[config.mk]
export PLATFORM = sky130hd
export DESIGN_NAME = da2_multi_serializer
export DESIGN_NICKNAME = d
export VERILOG_FILES = /design/src/rtl/da2_multi_serializer.sv
export SDC_FILE = /design/constraint.sdc
export NUM_CORES = 1
export LEC_CHECK = 0
export ABC_AREA = 0
export ABC_CLOCK_PERIOD_IN_PS = 3400
export CORE_ASPECT_RATIO = 0.5
export CORE_MARGIN = 2
export CORE_UTILIZATION = 55
export CTS_CLUSTER_SIZE = 10
export DETAILED_ROUTE_END_ITERATION = 16
export PLACE_DENSITY = 0.85
export SLEW_MARGIN = 40
export SYNTH_ARGS = -nofsm -noshare
export SYNTH_HDL_FRONTEND = slang
export SYNTH_SLANG_ARGS = --single-unit
[constraint.sdc]
create_clock -name clk -period 3.4 [get_ports clk]
set_clock_uncertainty 0.15 [all_clocks]
set_input_delay 0.51 -clock clk [delete_from_list [all_inputs] [get_ports clk]]
set_output_delay 0.51 -clock clk [all_outputs]
set_load 0.005 [all_outputs]
[src/rtl/da2_multi_serializer.sv]
// da2_multi_serializer: N-channel DAC121S101 (PmodDA2) serial driver.
// Shared SCLK/SYNC, one SDATA per channel, 16-bit {00,mode,data} frames.
//
// Ports:
//   clk, rst   system clock, synchronous active-high reset
//   update     one-cycle request to start a frame
//   value      CHANNELS*DATA_W packed samples (channel k at k*DATA_W)
//   mode       CHANNELS*2 power-down modes (00 normal .. 11 high-Z)
//   busy       frame in progress (33*CLK_DIV cycles per frame)
//   done       pulse on the last busy cycle of each frame
//   dropped    pulse one cycle after an update is lost
//   SCLK       serial clock, idles high
//   SYNC       frame sync, active low
//   SDATA      serial data per channel, MSB first
//
// Build option DA2_PENDING_EN: one-deep pending buffer so an update
// arriving while busy queues the next frame instead of being dropped.
module da2_multi_serializer #(
  parameter int CHANNELS = 2,
  parameter int DATA_W   = 12,
  parameter int CLK_DIV  = 25
) (
  input  logic                       clk,
  input  logic                       rst,
  input  logic                       update,
  input  logic [CHANNELS*DATA_W-1:0] value,
  input  logic [CHANNELS*2-1:0]      mode,
  output logic                       busy,
  output logic                       done,
  output logic                       dropped,
  output logic                       SCLK,
  output logic                       SYNC,
  output logic [CHANNELS-1:0]        SDATA
);

  localparam int DIV_W = (CLK_DIV > 1) ? $clog2(CLK_DIV) : 1;
  localparam logic [DIV_W-1:0] DIV_LAST = DIV_W'(CLK_DIV - 1);

  typedef enum logic [1:0] {
    IDLE,
    SHIFT,
    HOLD
  } state_t;

  state_t state_q;
  state_t state_d;

  logic [DIV_W-1:0]           div_q;
  logic                       phase_q;
  logic [3:0]                 bit_q;
  logic [CHANNELS-1:0][15:0]  sreg_q;
  logic [CHANNELS-1:0][15:0]  frame;
  logic [CHANNELS-1:0][11:0]  samp;
  logic [CHANNELS*DATA_W-1:0] src_value;
  logic [CHANNELS*2-1:0]      src_mode;

  logic div_end;
  logic last_bit;
  logic load;
  logic reload;
  logic drop_d;

`ifdef DA2_PENDING_EN
  logic                       pend_q;
  logic [CHANNELS*DATA_W-1:0] pend_value_q;
  logic [CHANNELS*2-1:0]      pend_mode_q;
  logic                       from_pend;

  // A live update at the HOLD exit is newer than the pending
  // entry, so it wins and the pending entry counts as dropped.
  always_comb begin
    reload    = pend_q | update;
    from_pend = pend_q & ~update;
    drop_d    = update & busy & pend_q;
    src_value = from_pend ? pend_value_q : value;
    src_mode  = from_pend ? pend_mode_q : mode;
  end

  always_ff @(posedge clk) begin
    if (rst) begin
      pend_q       <= 1'b0;
      pend_value_q <= '0;
      pend_mode_q  <= '0;
    end else if (load) begin
      pend_q <= 1'b0;
    end else if (update && busy) begin
      pend_q       <= 1'b1;
      pend_value_q <= value;
      pend_mode_q  <= mode;
    end
  end
`else
  always_comb begin
    reload    = 1'b0;
    drop_d    = update & busy;
    src_value = value;
    src_mode  = mode;
  end
`endif

  assign busy     = (state_q != IDLE);
  assign div_end  = (div_q == DIV_LAST);
  assign last_bit = phase_q && (bit_q == 4'd15);
  assign done     = (state_q == HOLD) && div_end;

  // Samples are MSB-aligned into the 12-bit DAC field.
  always_comb begin
    samp  = '0;
    frame = '0;
    for (int k = 0; k < CHANNELS; k++) begin
      samp[k][11 -: DATA_W] = src_value[k*DATA_W +: DATA_W];
      frame[k] = {2'b00, src_mode[2*k +: 2], samp[k]};
    end
  end

  always_comb begin
    state_d = state_q;
    load    = 1'b0;
    unique case (state_q)
      IDLE: begin
        if (update) begin
          state_d = SHIFT;
          load    = 1'b1;
        end
      end
      SHIFT: begin
        if (div_end && last_bit) begin
          state_d = HOLD;
        end
      end
      HOLD: begin
        if (div_end) begin
          if (reload) begin
            state_d = SHIFT;
            load    = 1'b1;
          end else begin
            state_d = IDLE;
          end
        end
      end
      default: state_d = IDLE;
    endcase
  end

  always_ff @(posedge clk) begin
    if (rst) begin
      state_q <= IDLE;
    end else begin
      state_q <= state_d;
    end
  end

  always_ff @(posedge clk) begin
    if (rst) begin
      dropped <= 1'b0;
    end else begin
      dropped <= drop_d;
    end
  end

  // phase_q=0 is the SCLK-high half of a bit, 1 the low half.
  // Data only moves when the low half ends (SCLK rising).
  always_ff @(posedge clk) begin
    if (rst) begin
      SCLK    <= 1'b1;
      SYNC    <= 1'b1;
      SDATA   <= '0;
      div_q   <= '0;
      phase_q <= 1'b0;
      bit_q   <= '0;
      sreg_q  <= '0;
    end else if (load) begin
      sreg_q  <= frame;
      SYNC    <= 1'b0;
      SCLK    <= 1'b1;
      div_q   <= '0;
      phase_q <= 1'b0;
      bit_q   <= '0;
      for (int k = 0; k < CHANNELS; k++) begin
        SDATA[k] <= frame[k][15];
      end
    end else if (state_q != IDLE) begin
      if (!div_end) begin
        div_q <= div_q + DIV_W'(1);
      end else begin
        div_q <= '0;
        if (state_q == SHIFT) begin
          if (!phase_q) begin
            SCLK    <= 1'b0;
            phase_q <= 1'b1;
          end else begin
            SCLK    <= 1'b1;
            phase_q <= 1'b0;
            if (bit_q == 4'd15) begin
              SYNC  <= 1'b1;
              SDATA <= '0;
            end else begin
              bit_q <= bit_q + 4'd1;
              for (int k = 0; k < CHANNELS; k++) begin
                sreg_q[k] <= {sreg_q[k][14:0], 1'b0};
                SDATA[k]  <= sreg_q[k][14];
              end
            end
          end
        end
      end
    end
  end

endmodule

==> flow_metrics.tcl, run 1 <==
set metrics [dict create \
    max-slew-margin-rel_pct 57.8 \
    endpoint_kind "primary output" \
    crit_required_ns 2.74 \
    cts-buffers-inserted 5 \
    final_cells 331 \
    cts_resized 0 \
    die_x_um 91.4 \
    fmax_ghz 0.393 \
    overflow 0 \
    post-route-period-util_pct 74.9 \
    async_flop_share_pct 0 \
    synth-xor-area-share_pct 2.50 \
    vias 1813 \
    report.final.slew_viol_count 0 \
    drt_iter0_markers 91 \
    wl_per_cell_um 13.4 \
    synth.avg_cell_area_um2 8.51 \
    rows 15 \
    synth_cell_type_count 32 \
    ant_nets 0 \
    peakVddDrop_mv 0.302 \
    nFillCells 266 \
    p_per_area_nw_per_um2 472 \
    synth_compound_area_share_pct 18.4 \
    ys_seq_elements 47 \
    finalCriticalPeriod_ns 2.55 \
    clk-insertion-delay-late_ns 0.30 \
    synth_warnings 0 \
    cts.sinks 47 \
    num_io_pins 38 \
    r2r_slack_ns 1.23 \
    htree_levels 2 \
    crit_fanout 6 \
    hp-class "reg -> reg" \
    finalHoldViolCount 0 \
    syn_area_um2 2100 \
    leakage_nw 0.989 \
    cts_tree "done" \
    synth_mux_area_share_pct 0 \
    rsz0062_at_grt "no" \
    dieArea_um2 4360 \
    first_global_vias 1639 \
    first_pass_iters 4 \
    path_clk_slew_ns 0.09 \
    setup_violations 0 \
    drive_above_1_share_pct 10.7 \
    fin_setup_tns_ns 0 \
    drt_drc_violations_left 0 \
    post-cts-setup-buffer-count 0 \
    synth_adder_area_share_pct 1.79 \
    cts_hold_buf 0 \
    drt-total-wl_mm 4.45 \
    final_nets 313 \
    status "completed" \
    dp_hpwl_mm 2.96 \
    area_delta_synth_final_pct 24.7 \
    worst_slew_pin_slew_ns 0.632 \
    grt_usage_pct 21.9 \
    io_buffers 37 \
    synth_cells 247 \
    synth_edf_count 0 \
    via_per_inst 5.48 \
    diodes 0 \
    root_buffer "clkbuf_8" \
    syn_nets 281 \
    synth_top_flop_cell "dfxtp_1" \
    gp_congestion 0.790 \
    critPathKind "reg -> out" \
    core-area_um2 3550 \
    crit_arrival_ns 1.89 \
    synth-simple-area-share_pct 27.5 \
    yosysSeqAreaShare_pct 44.8 \
    crit_path_start_kind "flip-flop" \
    synth_top_family_by_area "simple AND/OR/NAND/NOR gates" \
    fp.dieH_um 47.7 \
    start_util_pct 59.3 \
    post-place-cells 323 \
    clockBufferDepth 2 \
    grt_max_degree 34 \
    grt_first_pass_wirelength_mm 7.34 \
    grt_antenna_before_repair 0 \
    maxCapViolCount 0 \
]
[layer usage]
| metal | part of all wire [%] | routed length [um] | GRT usage (%) |
|---|---|---|---|
| met4 | 1.7 | 75 | 8.48 |
| met5 | 0 | 0 | 0 |
| met1 | 47 | 2090 | 26.7 |
| met3 | 4.6 | 206 | 5.67 |
| met2 | 47 | 2070 | 39.6 |
[flip-flops by register name, summed over array words and instances, names as in the netlist]
| register | flops |
|---|---|
| SCLK | 1 |
| SDATA | 2 |
| SYNC | 1 |
| bit_q | 4 |
| div_q | 5 |
| dropped | 1 |
| phase_q | 1 |
| sreg_q | 30 |
| state_q | 2 |
[worst paths after layout]
| path | start | to | depth (start not counted) |
|---|---|---|---|
| hold / removal | sreg_q[30] | sreg_q[30] | 2 |
| setup reg to reg | div_q[0] | sreg_q[24] | 7 |
| hold reg to reg | sreg_q[30] | sreg_q[30] | 2 |
| setup / recovery | div_q[0] | done | 5 |
[synth_stat cells (2+ instances only)]
| library cell | n | area share (%) |
|---|---|---|
| nor3b_1 | 2 | 0.71 |
| nor4_1 | 6 | 1.8 |
| nor2_1 | 37 | 6.6 |
| and4b_1 | 2 | 0.95 |
| a22oi_1 | 2 | 0.71 |
| o21ai_0 | 2 | 0.48 |
| inv_1 | 4 | 0.71 |
| buf_6 | 3 | 1.6 |
| a211oi_2 | 12 | 7.1 |
| clkbuf_1 | 10 | 1.8 |
| nand4_1 | 3 | 0.89 |
| buf_2 | 4 | 0.95 |
| nor3_1 | 15 | 3.6 |
| xnor2_1 | 3 | 1.3 |
| nand3_1 | 5 | 1.2 |
| a211oi_1 | 6 | 2.1 |
| dfxtp_1 | 47 | 45 |
| nand2_1 | 36 | 6.4 |
| xor2_1 | 3 | 1.3 |
| nand3b_1 | 2 | 0.71 |
| ha_1 | 3 | 1.8 |
| a21oi_1 | 30 | 7.1 |
[per-stage QoR]
step                area [um2]  hold WS (ns)  util [%]  setup slack (ns)  total power [mW]
floorplan                 2100         0.282         -              1.70             0.703
global placement          2470         0.288      69.8             0.940             0.756
detailed placement        2490         0.297      70.2             0.843             0.762
CTS                       2620         0.309      73.9             0.854              1.24
global route              2620         0.331      73.9             0.759              1.28
finish                    2620         0.309      73.9             0.855              1.24
[cells by family after synthesis]
logic type / after synthesis
AOI/OAI and AO/OA: 54
and+or+nand+nor: 116
buffers and inverters: 21
adders and majority gates: 3
xor gates and xnor gates: 6
DFF: 47
[where the power goes]
part | internal, mW | leakage, nW | switching (mW)
Combinational | 0.0758 | 0.538 | 0.0748
Clock | 0.294 | 0.0654 | 0.190
Sequential | 0.583 | 0.386 | 0.0192
Total | 0.952 | 0.989 | 0.284
[area by class of cell]
| type | instances | area, um2 | share of cell area [%] |
|---|---|---|---|
| clock buffer | 6 | 72.6 | 2.77 |
| clock inverter | 2 | 60.1 | 2.29 |
| inverter | 4 | 15.0 | 0.573 |
| multi-input combinational | 179 | 1060 | 40.3 |
| sequential | 47 | 941 | 35.9 |
| tap | 51 | 63.8 | 2.43 |
| timing repair buffer | 42 | 412 | 15.7 |
[worst max-delay path, stage by stage, from the launching register on]
cell	delay [ns]
dfxtp_1	0.33
inv_1	0.09
ha_1	0.21
nand4b_4	0.17
nor3b_1	0.24
clkdlybuf4s50_1	0.53
[layout by cell type (no fill, tap or decap), types with 5 or more instances in the layout]
master	count
clkdlybuf4s50_1	37
nor4_1	6
nand2_1	35
a211oi_2	12
a211oi_1	6
nand3_1	5
clkbuf_8	5
nor3_1	15
dfxtp_1	47
a21oi_1	30
nor2_1	37
Note: power is estimated with default switching activity, not from simulation.
==> run 2: changes to the inputs <==
--- a/config.mk
+++ b/config.mk
@@ -6,13 +6,13 @@
 export NUM_CORES = 1
 export LEC_CHECK = 0
 export ABC_AREA = 0
-export ABC_CLOCK_PERIOD_IN_PS = 3400
+export ABC_CLOCK_PERIOD_IN_PS = 2500
 export CORE_ASPECT_RATIO = 0.5
 export CORE_MARGIN = 2
-export CORE_UTILIZATION = 55
+export CORE_UTILIZATION = 52
 export CTS_CLUSTER_SIZE = 10
 export DETAILED_ROUTE_END_ITERATION = 16
-export PLACE_DENSITY = 0.85
+export PLACE_DENSITY = 0.81
 export SLEW_MARGIN = 40
 export SYNTH_ARGS = -nofsm -noshare
 export SYNTH_HDL_FRONTEND = slang
==> constraint.sdc (replaced) <==
create_clock -name clk -period 2.5 [get_ports clk]
set_clock_uncertainty 0.15 [all_clocks]
set_input_delay 0.375 -clock clk [delete_from_list [all_inputs] [get_ports clk]]
set_output_delay 0.375 -clock clk [all_outputs]
set_load 0.005 [all_outputs]
==> flow_metrics.tcl, run 2 (synthesis results as in run 1) <==
set metrics [dict create \
    use_met1_pct 26.1 \
    fp.dieH_um 49.0 \
    layout_commonest_cell "dfxtp_1" \
    final_nets 314 \
    grt_antenna_before_repair 0 \
    grt_usage_pct 21.2 \
    finalInstanceArea_um2 2610 \
    drt_drc_violations_left 0 \
    largest-register "sreg_q" \
    critPathKind "reg -> out" \
    post-cts-setup-buffer-count 0 \
    post-route-period-util_pct 94.0 \
    timing.hold.ws_ns 0.320 \
    fin_setup_tns_ns 0 \
    grt_max_degree 37 \
    gp_congestion 0.792 \
    num_io_pins 38 \
    endpoint_kind "primary output" \
    crit_arrival_ns 1.82 \
    vias 1837 \
    final_cells 335 \
    gr-usage-met3_pct 6.96 \
    crit_fanout 6 \
    fmax_ghz 0.426 \
    root_buffer "clkbuf_8" \
    io_buffers 37 \
    wl_per_cell_um 13.4 \
    dieArea_um2 4600 \
    crit_required_ns 1.98 \
    max-slew-margin-rel_pct 68.8 \
    drt_iter0_markers 107 \
    rows 16 \
    ant_nets 0 \
    worst_slew_pin_slew_ns 0.463 \
    placed_area_um2 2510 \
    path_clk_slew_ns 0.08 \
    post-place-cells 327 \
    htree_levels 2 \
    power.total_mw 1.53 \
    finalCriticalPeriod_ns 2.35 \
    cts_hold_buf 0 \
    area_delta_synth_final_pct 24.2 \
    hp-class "reg -> reg" \
    via_per_inst 5.48 \
    leakage_nw 0.982 \
    rsz0062_at_grt "no" \
    layout_common_cells "dfxtp_1 (47), nor2_1 (37), clkdlybuf4s50_1 (37)" \
    maxCapViolCount 0 \
    drt-total-wl_mm 4.48 \
    cts_resized 0 \
    first_pass_iters 4 \
    post-place-ws_ns 0.466 \
    cts-buffers-inserted 5 \
    status "completed" \
    overflow 0 \
    start_util_pct 54.1 \
    p_per_area_nw_per_um2 587 \
    finalHoldViolCount 0 \
    cts_tree "done" \
    grtUsageMet2_pct 35.7 \
    report.final.slew_viol_count 0 \
    fin_ws_ns 0.150 \
    grt_first_pass_wirelength_mm 7.69 \
    first_global_vias 1721 \
    finalCoreUtilization_pct 67.2 \
    largestRegisters "sreg_q (30), div_q (5), bit_q (4)" \
    setup_violations 0 \
    clockBufferDepth 2 \
    clk-insertion-delay-late_ns 0.31 \
    drive_above_1_share_pct 11.0 \
    dp_hpwl_mm 3.01 \
    peakVddDrop_mv 0.300 \
    core-area_um2 3880 \
    crit_path_start_kind "flip-flop" \
    grt.busiest_layer "met2" \
    die_x_um 93.9 \
    cts.sinks 47 \
    diodes 0 \
    largest_reg_flops 30 \
]
[run 2: cell type report]
class	instances	area [um2]
flip-flops and latches	47	941
multi-input cells	179	1060
well taps	54	67.6
fillers	330	1270
clock buffers	8	100
repair buffers	43	428
inverters	4	15.0
[run 2: worst paths after layout]
path,slack (ns),start,endpoint,cells past startpoint
worst max-delay path,0.15,div_q[0],done,5
worst min-delay path,0.32,sreg_q[8],sreg_q[8],2
worst max register to register,0.49,div_q[0],sreg_q[11],7
worst min register to register,0.32,sreg_q[8],sreg_q[8],2
[run 2: power by group]
part / total, mW / leakage (nW) / internal, mW / switching (mW)
registers: 0.818 / 0.386 / 0.792 / 0.0256
logic: 0.210 / 0.545 / 0.109 / 0.101
clock network: 0.506 / 0.0515 / 0.253 / 0.254
total: 1.53 / 0.982 / 1.15 / 0.380
[run 2: layer usage]
layer	share of wire, %	wire [um]
met1	45	2040
met2	49	2210
met3	3.9	175
met4	1.4	63
met5	0	0
[run 2: critical path: stages (launching register included)]
cell and delay (ns):
dfxtp_1 0.34, inv_1 0.11, ha_1 0.21, nand4b_4 0.17, nor3b_2 0.18, clkdlybuf4s50_1 0.51
==> run 3: changes to the inputs <==
--- a/config.mk
+++ b/config.mk
@@ -12,8 +12,8 @@
 export CORE_UTILIZATION = 52
 export CTS_CLUSTER_SIZE = 10
 export DETAILED_ROUTE_END_ITERATION = 16
+export GPL_TIMING_DRIVEN = 0
 export PLACE_DENSITY = 0.81
-export SLEW_MARGIN = 40
 export SYNTH_ARGS = -nofsm -noshare
 export SYNTH_HDL_FRONTEND = slang
 export SYNTH_SLANG_ARGS = --single-unit
==> flow_metrics.tcl, run 3 (synthesis results as in run 1) <==
set metrics [dict create \
    status "completed" \
    max-slew-margin-rel_pct 58.5 \
    cts_resized 0 \
    highest_layer "met4" \
    finalHoldViolCount 0 \
    crit_required_ns 1.98 \
    ant_nets 0 \
    fin_setup_tns_ns 0 \
    first_global_vias 1747 \
    critPathKind "reg -> out" \
    layout_common_cells "dfxtp_1 (47), nor2_1 (37), nand2_1 (36), clkdlybuf4s50_1 (36), a21oi_1 (30)" \
    drt_iter0_markers 104 \
    first_pass_iters 4 \
    die_x_um 93.9 \
    area_delta_synth_final_pct 24.5 \
    clk-insertion-delay-late_ns 0.30 \
    cts_hold_buf 0 \
    cts-buffers-inserted 5 \
    vias 1840 \
    report.final.slew_viol_count 0 \
    p_per_area_nw_per_um2 569 \
    finalInstanceArea_um2 2620 \
    multi_input_area_um2 1050 \
    maxCapViolCount 0 \
    largest-register "sreg_q" \
    wl_met3_um 156 \
    layout_commonest_cell "dfxtp_1" \
    io_buffers 36 \
    drive_above_1_share_pct 10.7 \
    finalCoreUtilization_pct 67.4 \
    timing.hold.ws_ns 0.310 \
    fp.dieH_um 49.0 \
    grt_first_pass_wirelength_mm 7.84 \
    overflow 0 \
    post-place-ws_ns 0.238 \
    leakage_nw 0.983 \
    nFillCells 315 \
    num_io_pins 38 \
    largest_reg_flops 30 \
    crit_path_start_kind "flip-flop" \
    grt_max_degree 14 \
    largestRegisters "sreg_q (30), div_q (5), bit_q (4)" \
    cts_tree "done" \
    diodes 0 \
    worstSetupStartpoint "div_q[0]" \
    worst_slew_pin_slew_ns 0.622 \
    path_clk_slew_ns 0.09 \
    dp_hpwl_mm 3.33 \
    cts.sinks 47 \
    wl_met2_mm 2.13 \
    root_buffer "clkbuf_8" \
    wl_per_cell_um 13.2 \
    peakVddDrop_mv 0.248 \
    wl_met1_mm 2.23 \
    r2r-start "div_q[0]" \
    core-area_um2 3880 \
    finalCriticalPeriod_ns 2.44 \
    grt_usage_pct 21.6 \
    gp_congestion 0.814 \
    drt_drc_violations_left 0 \
    fmax_ghz 0.410 \
    fin_ws_ns 0.0621 \
    final_nets 324 \
    clockBufferDepth 2 \
    via_per_inst 5.35 \
    hold_start "sreg_q[14]" \
    setup_violations 0 \
    drt-total-wl_mm 4.55 \
    crit_fanout 6 \
    post-cts-setup-buffer-count 0 \
    placed_area_um2 2530 \
    seqCellArea_um2 941 \
    start_util_pct 54.1 \
    htree_levels 2 \
    dieArea_um2 4600 \
    grt_antenna_before_repair 0 \
    crit_arrival_ns 1.91 \
    rows 16 \
    rsz0062_at_grt "no" \
    post-route-period-util_pct 97.5 \
    endpoint_kind "primary output" \
    hp-class "reg -> reg" \
]
-- run 3: routing by layer --
metal  global-route usage (%)  up-vias
li1                         -      951
met1                     28.6      851
met2                     36.2       34
met3                     4.33        4
met4                     6.28        0
met5                        0        -
-- run 3: path summary, 6_finish.rpt --
path / slack (ns) / depth (start not counted) / endpoint
hold reg to reg: 0.31 / 2 / sreg_q[14]
setup reg to reg: 0.51 / 7 / sreg_q[2]
hold / removal: 0.31 / 2 / sreg_q[14]
setup / recovery: 0.06 / 5 / done
-- run 3: final cells by class --
cell class | count | share of cell area, %
well taps | 54 | 2.58
multi-input cells | 179 | 40.3
plain buffers | 17 | 3.49
clock inverters | 1 | 0.191
inverters | 4 | 0.574
repair buffers | 36 | 13.8
clock buffers | 6 | 3.15
flip-flops and latches | 47 | 35.9
-- run 3: stage by stage --
stage	total power, mW	std cells
after detailed placement	1.04	337
after CTS	1.50	344
after global placement	1.03	337
after global routing	1.56	344
after floorplan	0.956	247
final	1.49	344
-- run 3: worst max-delay path, cell delays in order, from the launching register on --
cell	delay, ns
dfxtp_1	0.34
inv_1	0.10
ha_1	0.22
nand4b_4	0.16
nor3b_1	0.25
clkdlybuf4s50_1	0.54
-- run 3: power breakdown --
part | total [mW] | switching (mW) | internal, mW
registers | 0.817 | 0.0251 | 0.792
logic | 0.209 | 0.105 | 0.104
clock network | 0.464 | 0.247 | 0.217
total | 1.49 | 0.377 | 1.11
==> variant (flow settings as in run 2) <==
Encoding of `state_t`: now one-hot (3 bits for 3 states).
--- a/src/rtl/da2_multi_serializer.sv
+++ b/src/rtl/da2_multi_serializer.sv
@@ -38,6 +38,6 @@
 
-  typedef enum logic [1:0] {
-    IDLE,
-    SHIFT,
-    HOLD
+  typedef enum logic [2:0] {
+    IDLE  = 3'b001,
+    SHIFT = 3'b010,
+    HOLD  = 3'b100
   } state_t;
Behaviour: no difference found for any inputs over 10 cycles, from zero or initial values and one cycle with rst high; not proved beyond that.
==> variant against run 2 <==
Sequential cell count grew 1; power shrank 5.1%; area after synthesis shrank 4.5%; routed wire length shrank 6.1%; worst setup slack gained 98 ps; synthesized cell count shrank 8.1%; final area shrank 3.7%; clock power shrank 12%; die area shrank 4.2%; critical path type unchanged; largest cell class unchanged.
==> variant: results (changes against run 2) <==
status=finished clean (unchanged); top cells by area, synth=dfxtp_1 (48%), a22oi_1 (10%), a21oi_1 (9.0%) (was dfxtp_1 (45%), a211oi_2 (7.1%), a21oi_1 (7.1%)); internal power=0.00110 W (was 0.00115 W); initial DRC count=86 (was 107); via/cell ratio=5.62 (was 5.48); met3 Use GR=4.72% (was 6.96%); pre-CTS setup slack=472 ps (was 466 ps); met1 usage=23.1% (was 26.1%); xor/xnor share of the synthesized area=2.62% (was 2.50%); Metal-1 WL=1930 µm (was 2040 µm); Cell variety after synth=34 (was 32); Comb power frac=12.7% (was 13.7%); vias in the first global route=1629 (was 1721); WL final=4210 µm (was 4480 µm); peak supply drop=320 µV (was 300 µV); Synth Area in Adders=1.87% (was 1.79%); final HPWL from detailed placement=2960 µm (was 3010 µm); row count=15 (was 16); crit-path max cell delay=530 ps (was 510 ps); met2 WL post-DR=2100 µm (was 2210 µm); CP Data Arrival Time=1730 ps (was 1820 ps); Slew HR=71.6% (was 68.8%); Synthesized Nets=261 (was 281); RePlAce Congestion=0.726 (was 0.792); clock insertion delay at the later pin of the skew report=290 ps (was 310 ps); Synth Area in Compound Gates=22.8% (was 18.4%); CTS HTree Levels=2 (unchanged); clock power share=30.7% (was 33.0%); FILL cells=298 (was 330); Final Net Count=297 (was 314); layout cells sized above 1=7.20% (was 11.0%); worst min-delay path startpoint=sreg_q[10] (was sreg_q[8]); Global Route met2 Usage=40.9% (was 35.7%); Reg2Reg Depth=8 (was 7); Pleak=0.857 nW (was 0.982 nW)
[variant: cell types whose count changed after synthesis, sizes merged, moves of 4 or more]
cell / change
a21oi: +6
nor2: -27
nor3: -10
a211oi: -17
clkbuf: -4
nand2b: +4
a22oi: +26
nor4: -7
[variant: layout make-up]
class	instances	area share [%]
well taps	51	2.54
clock buffers	7	3.04
flip-flops and latches	48	38.2
clock inverters	1	0.348
inverters	4	0.597
repair buffers	44	16.8
multi-input cells	160	38.4
[variant: path summary, 6_finish.rpt]
path              slack, ps         end
hold / removal          310  sreg_q[10]
hold reg to reg         310  sreg_q[10]
setup / recovery        250        done
setup reg to reg        540   sreg_q[6]
[variant: stage by stage]
stage	std cells	cell area, µm²	util, %	power, W	hold WS [ps]
after floorplan	227	2010	-	0.000941	282
after global placement	307	2430	68.1	0.00102	292
after detailed placement	307	2430	68.1	0.00103	298
after CTS	315	2510	70.5	0.00147	308
after global routing	315	2510	70.5	0.00153	332
final	315	2510	70.5	0.00146	307
